File: src/rtl/seg7_scan.sv
// seg7_scan: multiplexed 4-digit common-anode 7-segment driver for a BCD MM:SS value.
// Scans one digit per SCAN_DIV cycles, lights the colon on digit 2, optionally blanks
// a leading zero in the tens-of-minutes digit, and blinks the display while alarm is high.
module seg7_scan #(
  parameter int SCAN_DIV  = 50000,
  parameter int BLINK_DIV = 25000000,
  parameter int LZB       = 1
) (
  input  logic        clk,
  input  logic        rst,
  input  logic [15:0] bcd,
  input  logic        en,
  input  logic        alarm,
  output logic [3:0]  an,
  output logic [6:0]  seg,
  output logic        dp
);

  localparam int SW = $clog2(SCAN_DIV);
  localparam int BW = $clog2(BLINK_DIV);
  localparam logic [SW-1:0] SCAN_LAST  = SW'(SCAN_DIV - 1);
  localparam logic [BW-1:0] BLINK_LAST = BW'(BLINK_DIV - 1);

  logic [SW-1:0] scan_cnt;
  logic [1:0]    idx;
  logic [BW-1:0] blink_cnt;
  logic          phase;

  logic          scan_tick;
  logic [3:0]    nib;
  logic [6:0]    dec;
  logic          blank;
  logic          lit;
  logic [3:0]    an_d;
  logic [6:0]    seg_d;
  logic          dp_d;

  assign scan_tick = (scan_cnt == SCAN_LAST);

  // Digit scan: dwell SCAN_DIV cycles on each digit, then move to the next one.
  always_ff @(posedge clk) begin
    if (rst) begin
      scan_cnt <= '0;
      idx      <= '0;
    end else if (scan_tick) begin
      scan_cnt <= '0;
      idx      <= idx + 2'd1;
    end else begin
      scan_cnt <= scan_cnt + 1'b1;
    end
  end

  // Blink timer: runs only while alarm is held; idle state is the on phase.
  always_ff @(posedge clk) begin
    if (rst || !alarm) begin
      blink_cnt <= '0;
      phase     <= 1'b1;
    end else if (blink_cnt == BLINK_LAST) begin
      blink_cnt <= '0;
      phase     <= ~phase;
    end else begin
      blink_cnt <= blink_cnt + 1'b1;
    end
  end

  // Select the active nibble, decode it and work out whether the digit is lit.
  always_comb begin
    nib = bcd[{idx, 2'b00} +: 4];
    dec = 7'b0111111;
    case (nib)
      4'd0:    dec = 7'b1000000;
      4'd1:    dec = 7'b1111001;
      4'd2:    dec = 7'b0100100;
      4'd3:    dec = 7'b0110000;
      4'd4:    dec = 7'b0011001;
      4'd5:    dec = 7'b0010010;
      4'd6:    dec = 7'b0000010;
      4'd7:    dec = 7'b1111000;
      4'd8:    dec = 7'b0000000;
      4'd9:    dec = 7'b0010000;
      default: dec = 7'b0111111;
    endcase
    blank = (LZB != 0) && (idx == 2'd3) && (nib == 4'd0);
    lit   = en && !(alarm && !phase) && !blank;
    an_d  = lit ? ~(4'b0001 << idx) : 4'hF;
    seg_d = blank ? 7'h7F : dec;
    dp_d  = !(lit && (idx == 2'd2));
  end

  // Output register: one cycle of latency from idx/bcd to the pins.
  always_ff @(posedge clk) begin
    if (rst) begin
      an  <= 4'hF;
      seg <= 7'h7F;
      dp  <= 1'b1;
    end else begin
      an  <= an_d;
      seg <= seg_d;
      dp  <= dp_d;
    end
  end

endmodule
File: config.mk
export PLATFORM = sky130hd
export DESIGN_NAME = seg7_scan
export DESIGN_NICKNAME = d
export VERILOG_FILES = /design/src/rtl/seg7_scan.sv
export SDC_FILE = /design/constraint.sdc
export NUM_CORES = 1
export LEC_CHECK = 0
export ABC_AREA = 1
export BUFFER_PORTS_ARGS = -buffer_cell sky130_fd_sc_hd__buf_4
export CAP_MARGIN = 20
export CORE_UTILIZATION = 58
export DETAILED_ROUTE_END_ITERATION = 10
export PLACE_DENSITY = 0.79
export SETUP_SLACK_MARGIN = 0.1
export SYNTH_ARGS = -nofsm -noshare
export SYNTH_HDL_FRONTEND = slang
export SYNTH_SLANG_ARGS = --single-unit
File: constraint.sdc
create_clock -name clk -period 1.69 [get_ports clk]
set_input_delay 0.0845 -clock clk [delete_from_list [all_inputs] [get_ports clk]]
set_output_delay 0.0845 -clock clk [all_outputs]
set_load 0.03 [all_outputs]
# [Word level (Yosys, flattened, before mapping)]
# Memories as Yosys holds them, arrays and structs flattened. A register that Yosys moved wholly into a read port is not among the register bits.
# Index checks and enable logic that the tools add are counted.
[classes] shifts=2 add_sub_neg=3 n_bitwise=3 n_reduce_logical=16 eq_ne=4
[op_table] cell="adder 25 x 1 -> 25 bit (second input constant)" n=1
[op_table] cell="== test 25 bit (second input constant)" n=1
[op_table] cell="adder 16 x 1 -> 16 bit (second input constant)" n=1
[op_table] cell="== test 16 bit (second input constant)" n=1
[op_table] cell="variable part select 16 x 5 -> 4 bit" n=1
[op_table] cell="OR reduction 2 bit" n=4
[op_table] cell="logical AND 1 bit" n=5
[op_table] cell="zero test 1 bit" n=5
[op_table] cell="== test 2 bit (second input constant)" n=2
[op_table] cell="zero test 4 bit" n=1
[op_table] cell="NOT 4 bit" n=1
[op_table] cell="<< shifter 1 x 2 -> 4 bit (first input constant)" n=1
[op_table] cell="adder 2 x 1 -> 2 bit (second input constant)" n=1
[op_table] cell="NOT 1 bit" n=2
[op_table] cell="logical OR 1 bit" n=1
[word_totals] mem_count=1 reg_bits=49 mem_bits_ro=112 in_bits=20 output_inout_bits=12
[mem_list] name="(name not given)" depth=16 width=7 read_ports=1 rd_clocked_by_memory_dff=1 write_ports=0 line_no="70" text="case (nib)"

# [Longest topological paths before layout]
# Gate-level depths: netlist of run 1.
[logic_depth] ltp_word=7 depth_mapped=12 mapped_depth_nobuf=12

# [Worst setup path before layout of run 1]
# No wires, ideal clock.
[synth_path] path_type="register to register" startpoint="reg idx[0]" endpoint="reg an[0]" n_path_buf=1 synth_period_minus_slack_ns=1.559 t_arrival_ns=1.438 setup_time_ns=0.121 path_slack_ns=0.131 stages_incl_launch_ff=12 cell_sequence="dfxtp_1 -> buf_4 -> a21oi_1 -> o21ai_0 -> nand2_1 -> ha_1 -> nand2_1 -> inv_1 -> nand3_1 -> nand2_1 -> nor2_2 -> nand2_1"
[synth_between] elab_chain_cells=7 elab_cells_between_ends=10
[synth_lines] element="from (decl)" line_no="25" text="logic [1:0] idx;"
[synth_lines] element="from (signal assigned)" line_no="47" text="idx <= idx + 2'd1;"
[synth_lines] element="variable part select 16 x 5 -> 4 bit" line_no="68" text="nib = bcd[{idx, 2'b00} +: 4];"
[synth_lines] element="zero test 4 bit" line_no="83" text="blank = (LZB != 0) && (idx == 2'd3) && (nib == 4'd0);"
[synth_lines] element="logical AND 1 bit" line_no="83"
[synth_lines] element="zero test 1 bit" line_no="84" text="lit = en && !(alarm && !phase) && !blank;"
[synth_lines] element="logical AND 1 bit" line_no="84"
[synth_lines] element="NOT 1 bit (no line)"
[synth_lines] element="OR reduction 2 bit (no line)"
[synth_lines] element="to (signal assigned)" line_no="97" text="an <= an_d;"
[synth_lines] element="to (decl)" line_no="14" text="output logic [3:0] an,"
# Several ways; a longest one is shown, not always the timed one.
# A chain may end at the register's enable or synchronous reset.

# [Final worst setup path of run 1]
[layout_path] startpoint="reg scan_cnt[1]" endpoint="reg idx[0]"
[layout_between] elab_chain_cells=1
[layout_lines] element="from (decl)" line_no="24" text="logic [SW-1:0] scan_cnt;"
[layout_lines] element="from (signal assigned)" line_no="49" text="scan_cnt <= scan_cnt + 1'b1;"
[layout_lines] element="== test 16 bit" line_no="38" text="assign scan_tick = (scan_cnt == SCAN_LAST);"
# No other way between the ends.

==> run metrics, run 1 <==
Routed Wire Length 6130 um; Distinct cells, synth 24; final clock skew 0.00707 ns; global placement routability congestion 0.904; depth of the most critical reg-to-reg path 7; data arrival time of the critical path 1.68 ns; most common cell after layout, fill and taps aside sky130_fd_sc_hd__nand2_1; highest-count cells in the layout ignoring fill and taps sky130_fd_sc_hd__nand2_1 (140), sky130_fd_sc_hd__nor2_1 (67), sky130_fd_sc_hd__inv_1 (55), sky130_fd_sc_hd__dfxtp_1 (53), sky130_fd_sc_hd__buf_4 (45); area inside the core boundary 0.00485 mm2; share of synthesized area occupied by flip-flops and latches 37.4%; wire length of the first global-routing pass 10,700 um; detailed placement HPWL 4820 um; worst hold path depth 3; relative slew slack 72.6%; Setup Total Neg Slack 0 ns; post-route clock period utilization 86.4%; worst min path class in -> reg; number of buffers inserted during clock tree synthesis 5; number of H-tree levels 2; maximum buffer depth of the clock tree 2; layout overhead on the synthesized area 17.5%; number of port buffers 31; number of antenna diodes 0; final setup fails 0; total DRC errors in the routed layout 0; Placement Rows 25; number of vias in the routed layout 2,875; average instance area after synthesis 6.59 um2; clk sinks 56; overall die area 0.00545 mm2; number of global-route vias before repair 2,624; width of the die 73.9 um; height of the die 73.9 um; summed instance area of the synthesized netlist 0.00299 mm2; initial core utilization 61.8%; Synth Net Count 485; maximum number of pins on one net before global-route repair 26; remaining number of nets flagged by the antenna check after routing 0; hold buffer count at cts 0; RSZ-0062 raised after global routing false; First-pass DRT Iterations 4; initial antenna violation count 0; highest fanout seen on the critical path 4; Slew Viols, Final 0; root cell of the clock tree sky130_fd_sc_hd__clkbuf_8; number of max-cap violations 0; post-layout utilization of the core 72.6%; worst-margin pin slew 0.408 ns; net count reported at finish 534; number of design-rule violations left by the first detailed-router iteration 107; power per unit of standard cell area 655 mW/mm2; vias per cell 5.04; total grt overflow 0; startpoint-to-endpoint class of the critical path reg -> reg; number of synthesized register bits 56; Critical Path End Type flip-flop; leakage power 1.32 nW; Synth Warn # 0; clock tree from TritonCTS yes; share of post-route cells with drive strength above 1 15.3%; Routed wire per std cell 10.7 um; Data required, critical path 1.91 ns; worst voltage drop across the vdd grid 0.505 mV; result of the run complete, no violations; GRT Overall Usage 25.0%; Final min period 1.46 ns; clock transition at the registers of the reported paths 0.10 ns; clock latency reported for the late side of the worst-skew pair 0.31 ns; kind of launch point of the worst setup path flip-flop; number of hold-slack violations in the final timing report 0; upper clock frequency limit 0.685 GHz; post-synthesis instance total 454; # IOs 32
final timing paths:
check,start,endpoint,slack (ns)
hold reg to reg,blink_cnt[0],blink_cnt[0],0.42
hold / removal,rst,phase,0.09
setup reg to reg,scan_cnt[1],idx[0],0.23
setup / recovery,scan_cnt[1],idx[0],0.23
synth_stat cells:
| cell type | number | area [um2] |
|---|---|---|
| sky130_fd_sc_hd__xor2_1 | 7 | 61.3 |
| sky130_fd_sc_hd__nand2_1 | 141 | 529 |
| sky130_fd_sc_hd__inv_1 | 56 | 210 |
| sky130_fd_sc_hd__nand3_2 | 1 | 10.0 |
| sky130_fd_sc_hd__ha_1 | 11 | 138 |
| sky130_fd_sc_hd__nor3_1 | 8 | 40.0 |
| sky130_fd_sc_hd__nand3b_1 | 3 | 22.5 |
| sky130_fd_sc_hd__nor2_4 | 1 | 11.3 |
| sky130_fd_sc_hd__nand3_1 | 41 | 205 |
| sky130_fd_sc_hd__buf_6 | 1 | 11.3 |
| sky130_fd_sc_hd__nor2_1 | 67 | 251 |
| sky130_fd_sc_hd__o21bai_1 | 1 | 7.51 |
| sky130_fd_sc_hd__a21oi_1 | 23 | 115 |
| sky130_fd_sc_hd__buf_4 | 1 | 7.51 |
| sky130_fd_sc_hd__o21ai_0 | 5 | 25.0 |
| sky130_fd_sc_hd__dfxtp_1 | 56 | 1120 |
| sky130_fd_sc_hd__nor2_2 | 3 | 18.8 |
| sky130_fd_sc_hd__nand2_4 | 1 | 11.3 |
| sky130_fd_sc_hd__xnor2_1 | 6 | 52.6 |
| sky130_fd_sc_hd__nand2_2 | 3 | 18.8 |
| sky130_fd_sc_hd__buf_8 | 2 | 30.0 |
| sky130_fd_sc_hd__nor3_2 | 1 | 10.0 |
| sky130_fd_sc_hd__inv_2 | 3 | 11.3 |
| sky130_fd_sc_hd__nand4_1 | 12 | 75.1 |
worst max-delay path, cell delays in order, from the launching register on:
cell and delay [ns]:
sky130_fd_sc_hd__dfxtp_1 0.38, sky130_fd_sc_hd__ha_1 0.23, sky130_fd_sc_hd__nand3_1 0.16, sky130_fd_sc_hd__nor2_2 0.16
sky130_fd_sc_hd__nand3_2 0.16, sky130_fd_sc_hd__nand2_1 0.10, sky130_fd_sc_hd__inv_1 0.04, sky130_fd_sc_hd__nor2_1 0.15
timing repair:
action	in CTS	in global routing
cloned	0	1
hold endpoints to repair	0	0
gates resized for setup	1	13
setup buffers	0	0
setup endpoints to repair	5	52
pin swaps	0	4
per-stage QoR:
stage          power [mW]  instances  hold WS [ns]  instance area (um2)  worst slack [ns]
2_1_floorplan        1.50        454         0.241                 2990             0.131
3_3_place_gp         1.57        562         0.366                 3370             0.159
3_5_place_dp         1.57        562         0.358                 3370            0.0982
4_1_cts              2.32        570        0.0423                 3470             0.143
5_1_grt              2.41        571        0.0876                 3520             0.105
6_report             2.30        571        0.0910                 3520             0.230
logic make-up (layout without fill, tap and decap cells):
group,after synthesis,after routing,synth area share (%)
and+or+nand+nor,282,283,40.2
AOI/OAI and AO/OA,29,29,4.93
buffers and inverters,63,112,9.03
adders and majority gates,11,11,4.60
DFF,56,56,37.4
xor gates and xnor gates,13,13,3.80
state kept, by name, indices dropped and copies added (netlist names):
signal     flops
an             4
scan_cnt      16
idx            2
seg            7
dp             1
blink_cnt     25
phase          1
per-layer routing:
metal / part of all wire [%] / track usage (%)
met1: 47 / 31.5
met2: 46 / 42.8
met3: 4.3 / 3.70
met4: 2.3 / 9.83
met5: 0 / 0
final cells by class:
class,count,area (um2)
Fill cell,407,1330
Inverter,59,221
Tap cell,67,83.8
Clock inverter,2,15.0
Multi-Input combinational cell,336,1650
Sequential cell,56,1130
Clock buffer,6,82.6
Timing Repair Buffer,45,338
report_power, final:
part           internal (mW)  leakage [nW]  switching [mW]  total [mW]
registers               1.34         0.456          0.0114        1.35
logic                 0.0857         0.817           0.110       0.196
clock network          0.332        0.0434           0.426       0.759
total                   1.76          1.32           0.548        2.30
(Power assumes the default switching activity.)
==> run 2: changes to the inputs <==
--- a/config.mk
+++ b/config.mk
@@ -8,9 +8,9 @@
 export ABC_AREA = 1
 export BUFFER_PORTS_ARGS = -buffer_cell sky130_fd_sc_hd__buf_4
 export CAP_MARGIN = 20
-export CORE_UTILIZATION = 58
+export CORE_ASPECT_RATIO = 0.9
+export CORE_UTILIZATION = 30
 export DETAILED_ROUTE_END_ITERATION = 10
-export PLACE_DENSITY = 0.79
 export SETUP_SLACK_MARGIN = 0.1
 export SYNTH_ARGS = -nofsm -noshare
 export SYNTH_HDL_FRONTEND = slang
==> run metrics, run 2 (synthesis gave the netlist of run 1 again) <==
result of the run complete, no violations; upper clock frequency limit 0.670 GHz; net count reported at finish 539; final setup slack of the worst path 0.198 ns; overall die area 0.0104 mm2; Slew Viols, Final 0; clock tree from TritonCTS yes; layout overhead on the synthesized area 25.4%; Internal Pwr Total 1.95 mW; share of post-route cells with drive strength above 1 18.3%; global placement routability congestion 0.851; portion of total power attributed to the clock network 38.3%; Logic pwr share 8.4%; maximum number of pins on one net before global-route repair 26; number of antenna diodes 0; height of the die 96.8 um; hold buffer count at cts 0; remaining number of nets flagged by the antenna check after routing 0; Slowest cell on crit path sky130_fd_sc_hd__dfxtp_2; Placement Rows 34; post-route clock period utilization 88.3%; kind of launch point of the worst setup path flip-flop; Routed wire per std cell 11.0 um; number of hold-slack violations in the final timing report 0; worst hold path depth 4; data arrival time of the critical path 1.70 ns; leakage power 1.39 nW; area inside the core boundary 0.00970 mm2; number of port buffers 31; Levels on crit path 9; highest-count cells in the layout ignoring fill and taps sky130_fd_sc_hd__nand2_1 (135), sky130_fd_sc_hd__nor2_1 (67), sky130_fd_sc_hd__inv_1 (54), sky130_fd_sc_hd__dfxtp_1 (53), sky130_fd_sc_hd__buf_4 (48); delay of the slowest cell on the worst path 0.38 ns; number of filler cells placed in the layout 1,023; Final min period 1.49 ns; vias per cell 4.59; initial core utilization 30.9%; startpoint-to-endpoint class of the critical path reg -> reg; final setup fails 0; Critical Path End Type flip-flop; switching portion of total power 23.0%; final clock skew 0.0120 ns; worst voltage drop across the vdd grid 0.319 mV; count of buffer and inverter cells on the critical path 3; most common cell after layout, fill and taps aside sky130_fd_sc_hd__nand2_1; number of vias in the routed layout 2,916; clock latency reported for the late side of the worst-skew pair 0.32 ns; RSZ-0062 raised after global routing false; switching pwr 584 uW; number of design-rule violations left by the first detailed-router iteration 144; maximum buffer depth of the clock tree 2; worst min path class in -> reg; worst setup slack for register-to-register paths 0.20 ns; First-pass DRT Iterations 4; GRT Overall Usage 13.9%; clk sinks 56; initial antenna violation count 0; Data required, critical path 1.90 ns; number of global-route vias before repair 2,653; number of buffers inserted during clock tree synthesis 5; cells traversed along the worst timing path inv_4, buf_4, buf_4, nand3_1, nand2_1, nand3_2, nand2_4, nor2_4, nand2_1; number of H-tree levels 2; share of power burned in registers 53.3%; Setup Total Neg Slack 0 ns; # IOs 32; Top reg by flops blink_cnt; width of the die 107 um; Routed Wire Length 6970 um; biggest registers after layout blink_cnt x25, scan_cnt x16, seg x7; total grt overflow 0; worst-margin pin slew 0.816 ns; depth of the most critical reg-to-reg path 9; power per unit of standard cell area 675 mW/mm2; detailed placement HPWL 5160 um; relative slew slack 45.4%; wire length of the first global-routing pass 11,700 um; total DRC errors in the routed layout 0; clock transition at the registers of the reported paths 0.10 ns; highest fanout seen on the critical path 7; largest delay contributor family on the critical path simple AND/OR/NAND/NOR gates; flip-flop count of the largest register, all copies and words added 25; number of max-cap violations 0; root cell of the clock tree sky130_fd_sc_hd__clkbuf_8; Place WS 0.0421 ns
==> run 2: changes by cell type in the layout (fill, tap and decap cells not counted), moves of 2 or more <==
cell and change:
sky130_fd_sc_hd__nand2_4 +3, sky130_fd_sc_hd__inv_4 +3, sky130_fd_sc_hd__nand2_2 +2, sky130_fd_sc_hd__nand3_2 +3, sky130_fd_sc_hd__nand2_1 -5, sky130_fd_sc_hd__inv_2 -2, sky130_fd_sc_hd__nand3_1 -4, sky130_fd_sc_hd__buf_4 +3
sky130_fd_sc_hd__clkinvlp_4 -2
==> run 2: worst reg2reg max path: stages, from the launching register on <==
cell and delay [ns]:
sky130_fd_sc_hd__dfxtp_2 0.38, sky130_fd_sc_hd__inv_4 0.06, sky130_fd_sc_hd__buf_4 0.13, sky130_fd_sc_hd__buf_4 0.13
sky130_fd_sc_hd__nand3_1 0.07, sky130_fd_sc_hd__nand2_1 0.17, sky130_fd_sc_hd__nand3_2 0.14, sky130_fd_sc_hd__nand2_4 0.07
sky130_fd_sc_hd__nor2_4 0.15, sky130_fd_sc_hd__nand2_1 0.08
==> run 2: per-layer routing <==
metal	vias to the layer above	GRT usage [%]	part of all wire (%)
li1	1538	-	-
met4	0	4.11	1.4
met2	50	22.5	45
met1	1318	18.0	50
met3	10	3.64	3.2
met5	-	0	0
==> run 2: metrics by stage <==
step           instance area [um2]  power (mW)  hold slack [ns]  util (%)  instances
3_3_place_gp                  3440        1.57            0.350      35.5        621
5_1_grt                       3750        2.65            0.188      38.7        635
4_1_cts                       3590        2.54           0.0254      37.0        631
2_1_floorplan                 2990        1.50            0.241         -        454
6_report                      3750        2.54            0.168      38.7        635
3_5_place_dp                  3440        1.57            0.362      35.5        621
==> run 2: timing repair <==
action / in CTS / in global routing
endpoints found under the setup margin: 21 / 55
gates cloned: 0 / 2
resized for setup: 3 / 34
pin swaps: 0 / 8
buffers inserted: 2 / 2
==> run 2: worst paths after layout <==
kind	from	to
max	idx[1]	dp
min	en	an[3]
max reg2reg	idx[1]	dp
min reg2reg	blink_cnt[0]	blink_cnt[0]
==> run 2: area by class of cell <==
class / instances / area (um2) / share of cell area [%]
Timing Repair Buffer: 49 / 372 / 9.90
Multi-Input combinational cell: 337 / 1740 / 46.4
Tap cell: 126 / 158 / 4.20
Clock inverter: 1 / 30.0 / 0.800
Sequential cell: 56 / 1130 / 30.0
Inverter: 59 / 229 / 6.10
Clock buffer: 7 / 96.3 / 2.57
==> run 2: power groups by stage <==
stage | sequential (mW) | clock, mW | combinational, mW
after global placement | 1.38 | 0 | 0.188
after detailed placement | 1.38 | 0 | 0.190
after CTS | 1.35 | 0.997 | 0.193
after global routing | 1.36 | 1.05 | 0.238
final | 1.35 | 0.970 | 0.214
after floorplan | 1.41 | 0 | 0.0902
==> run 3: changes to the inputs <==
--- a/config.mk
+++ b/config.mk
@@ -11,6 +11,8 @@
 export CORE_ASPECT_RATIO = 0.9
 export CORE_UTILIZATION = 30
 export DETAILED_ROUTE_END_ITERATION = 10
+export MAX_ROUTING_LAYER = met4
+export PLACE_DENSITY = 0.58
 export SETUP_SLACK_MARGIN = 0.1
 export SYNTH_ARGS = -nofsm -noshare
 export SYNTH_HDL_FRONTEND = slang
==> run metrics, run 3 (synthesis gave the netlist of run 1 again) <==
final setup slack of the worst path 0.173 ns; worst voltage drop across the vdd grid 0.364 mV; delay of the slowest cell on the worst path 0.38 ns; startpoint-to-endpoint class of the critical path reg -> reg; worst-margin pin slew 0.439 ns; width of the die 107 um; clock transition at the registers of the reported paths 0.09 ns; worst min path class in -> reg; most frequent CP cell sky130_fd_sc_hd__nand2_1; remaining number of nets flagged by the antenna check after routing 0; met2 wire length 3000 um; kind of launch point of the worst setup path flip-flop; highest fanout seen on the critical path 6; # IOs 32; power per unit of standard cell area 608 mW/mm2; cell total after placement 626; number of vias in the routed layout 2,846; final setup fails 0; clock latency reported for the late side of the worst-skew pair 0.30 ns; Slowest cell on crit path sky130_fd_sc_hd__dfxtp_4; number of hold-slack violations in the final timing report 0; net count reported at finish 542; number of buffers inserted during clock tree synthesis 5; Logic pwr share 9.1%; Routed wire per std cell 10.3 um; cells traversed along the worst timing path buf_6, nand2_1, nand3_2, nand2_2, inv_2, ha_2, nand2_1, inv_1, nand3_2, nand2_2, nor2_4, nand2_1; final clock skew 0.00732 ns; First-pass DRT Iterations 4; WL met1 3320 um; total DRC errors in the routed layout 0; highest routing layer actually used met4; clock tree from TritonCTS yes; leakage power 1.35 nW; Critical Path End Type flip-flop; post-route non-filler standard cell count 635; height of the die 96.8 um; number of antenna diodes 0; RSZ-0062 raised after global routing true; Setup Total Neg Slack 0 ns; number of H-tree levels 2; post-place instance area 0.00348 mm2; area inside the core boundary 0.00970 mm2; number of max-cap violations 0; Final min period 1.52 ns; number of design-rule violations left by the first detailed-router iteration 146; Slew Viols, Final 0; overall die area 0.0104 mm2; GRT Overall Usage 14.1%; power consumption 2.22 mW; Routed Wire Length 6560 um; total grt overflow 0; initial antenna violation count 0; Data required, critical path 1.89 ns; portion of total power attributed to the clock network 30.1%; data arrival time of the critical path 1.71 ns; global placement routability congestion 0.854; vias per cell 4.48; clk sinks 56; root cell of the clock tree sky130_fd_sc_hd__clkbuf_8; flip-flop count of the largest register, all copies and words added 25; Placement Rows 34; met3 layer wire length in the routed design 190 um; initial core utilization 30.9%; highest-count cells in the layout ignoring fill and taps sky130_fd_sc_hd__nand2_1 (138), sky130_fd_sc_hd__nor2_1 (67), sky130_fd_sc_hd__inv_1 (54), sky130_fd_sc_hd__dfxtp_1 (53), sky130_fd_sc_hd__buf_4 (52); share of power burned in registers 60.8%; wire length of the first global-routing pass 11,600 um; biggest registers after layout blink_cnt x25, scan_cnt x16, seg x7; upper clock frequency limit 0.659 GHz; Place WS 0.0156 ns; number of global-route vias before repair 2,680; maximum number of pins on one net before global-route repair 26; number of port buffers 31; switching portion of total power 23.6%; relative slew slack 70.5%; most common cell after layout, fill and taps aside sky130_fd_sc_hd__nand2_1; Top reg by flops blink_cnt; detailed placement HPWL 5100 um; result of the run complete, no violations; maximum buffer depth of the clock tree 2; design area 0.00364 mm2; share of post-route cells with drive strength above 1 16.7%; switching pwr 524 uW; Internal Pwr Total 1.69 mW; layout overhead on the synthesized area 21.7%; post-route clock period utilization 89.7%
==> run 3: critical path: cells and delay by family (launching register included) <==
family,cells,cell delay [ns]
fa+ha+maj,1,0.18
flops,1,0.38
buf+inv,3,0.20
simple gates,8,0.65
==> run 3: repair_timing <==
| action | 4_1_cts | 5_1_grt |
|---|---|---|
| hold buffers | 0 | 0 |
| resized for setup | 4 | 21 |
| setup buffers | 0 | 4 |
| endpoints found under the setup margin | 12 | 53 |
| hold endpoints to repair | 0 | 0 |
| pin swaps | 0 | 7 |
==> run 3: power groups by stage <==
stage          Combinational (mW)  Sequential (mW)  Clock (mW)
6_report                    0.201             1.35       0.668
5_1_grt                     0.223             1.35       0.764
4_1_cts                     0.195             1.35       0.713
3_5_place_dp                0.193             1.38           0
3_3_place_gp                0.192             1.38           0
2_1_floorplan              0.0902             1.41           0
==> run 3: path summary, 6_finish.rpt <==
kind	start	endpoint	slack (ns)	depth (start not counted)
worst max register to register	idx[0]	an[0]	0.17	12
worst min register to register	blink_cnt[0]	blink_cnt[0]	0.42	1
worst min-delay path	rst	phase	0.08	3
worst max-delay path	idx[0]	an[0]	0.17	12
==> run 3: through the flow <==
step | utilization [%] | hold slack, ns
finish | 37.6 | 0.0789
global route | 37.6 | 0.0798
CTS | 36.7 | 0.0345
detailed placement | 35.9 | 0.357
global placement | 35.9 | 0.347
floorplan | - | 0.241
==> run 3: routing by layer <==
layer  vias to the layer above  GRT usage, %
li1                       1532             -
met1                      1280          18.2
met2                        30          22.5
met3                         4          3.37
met4                         0          2.74
met5                         -             -
==> run 3: layout make-up <==
cell class | count | area (um2)
Clock buffer | 5 | 68.8
Fill cell | 1058 | 6050
Inverter | 59 | 226
Multi-Input combinational cell | 335 | 1650
Sequential cell | 56 | 1130
Tap cell | 126 | 158
Timing Repair Buffer | 54 | 413
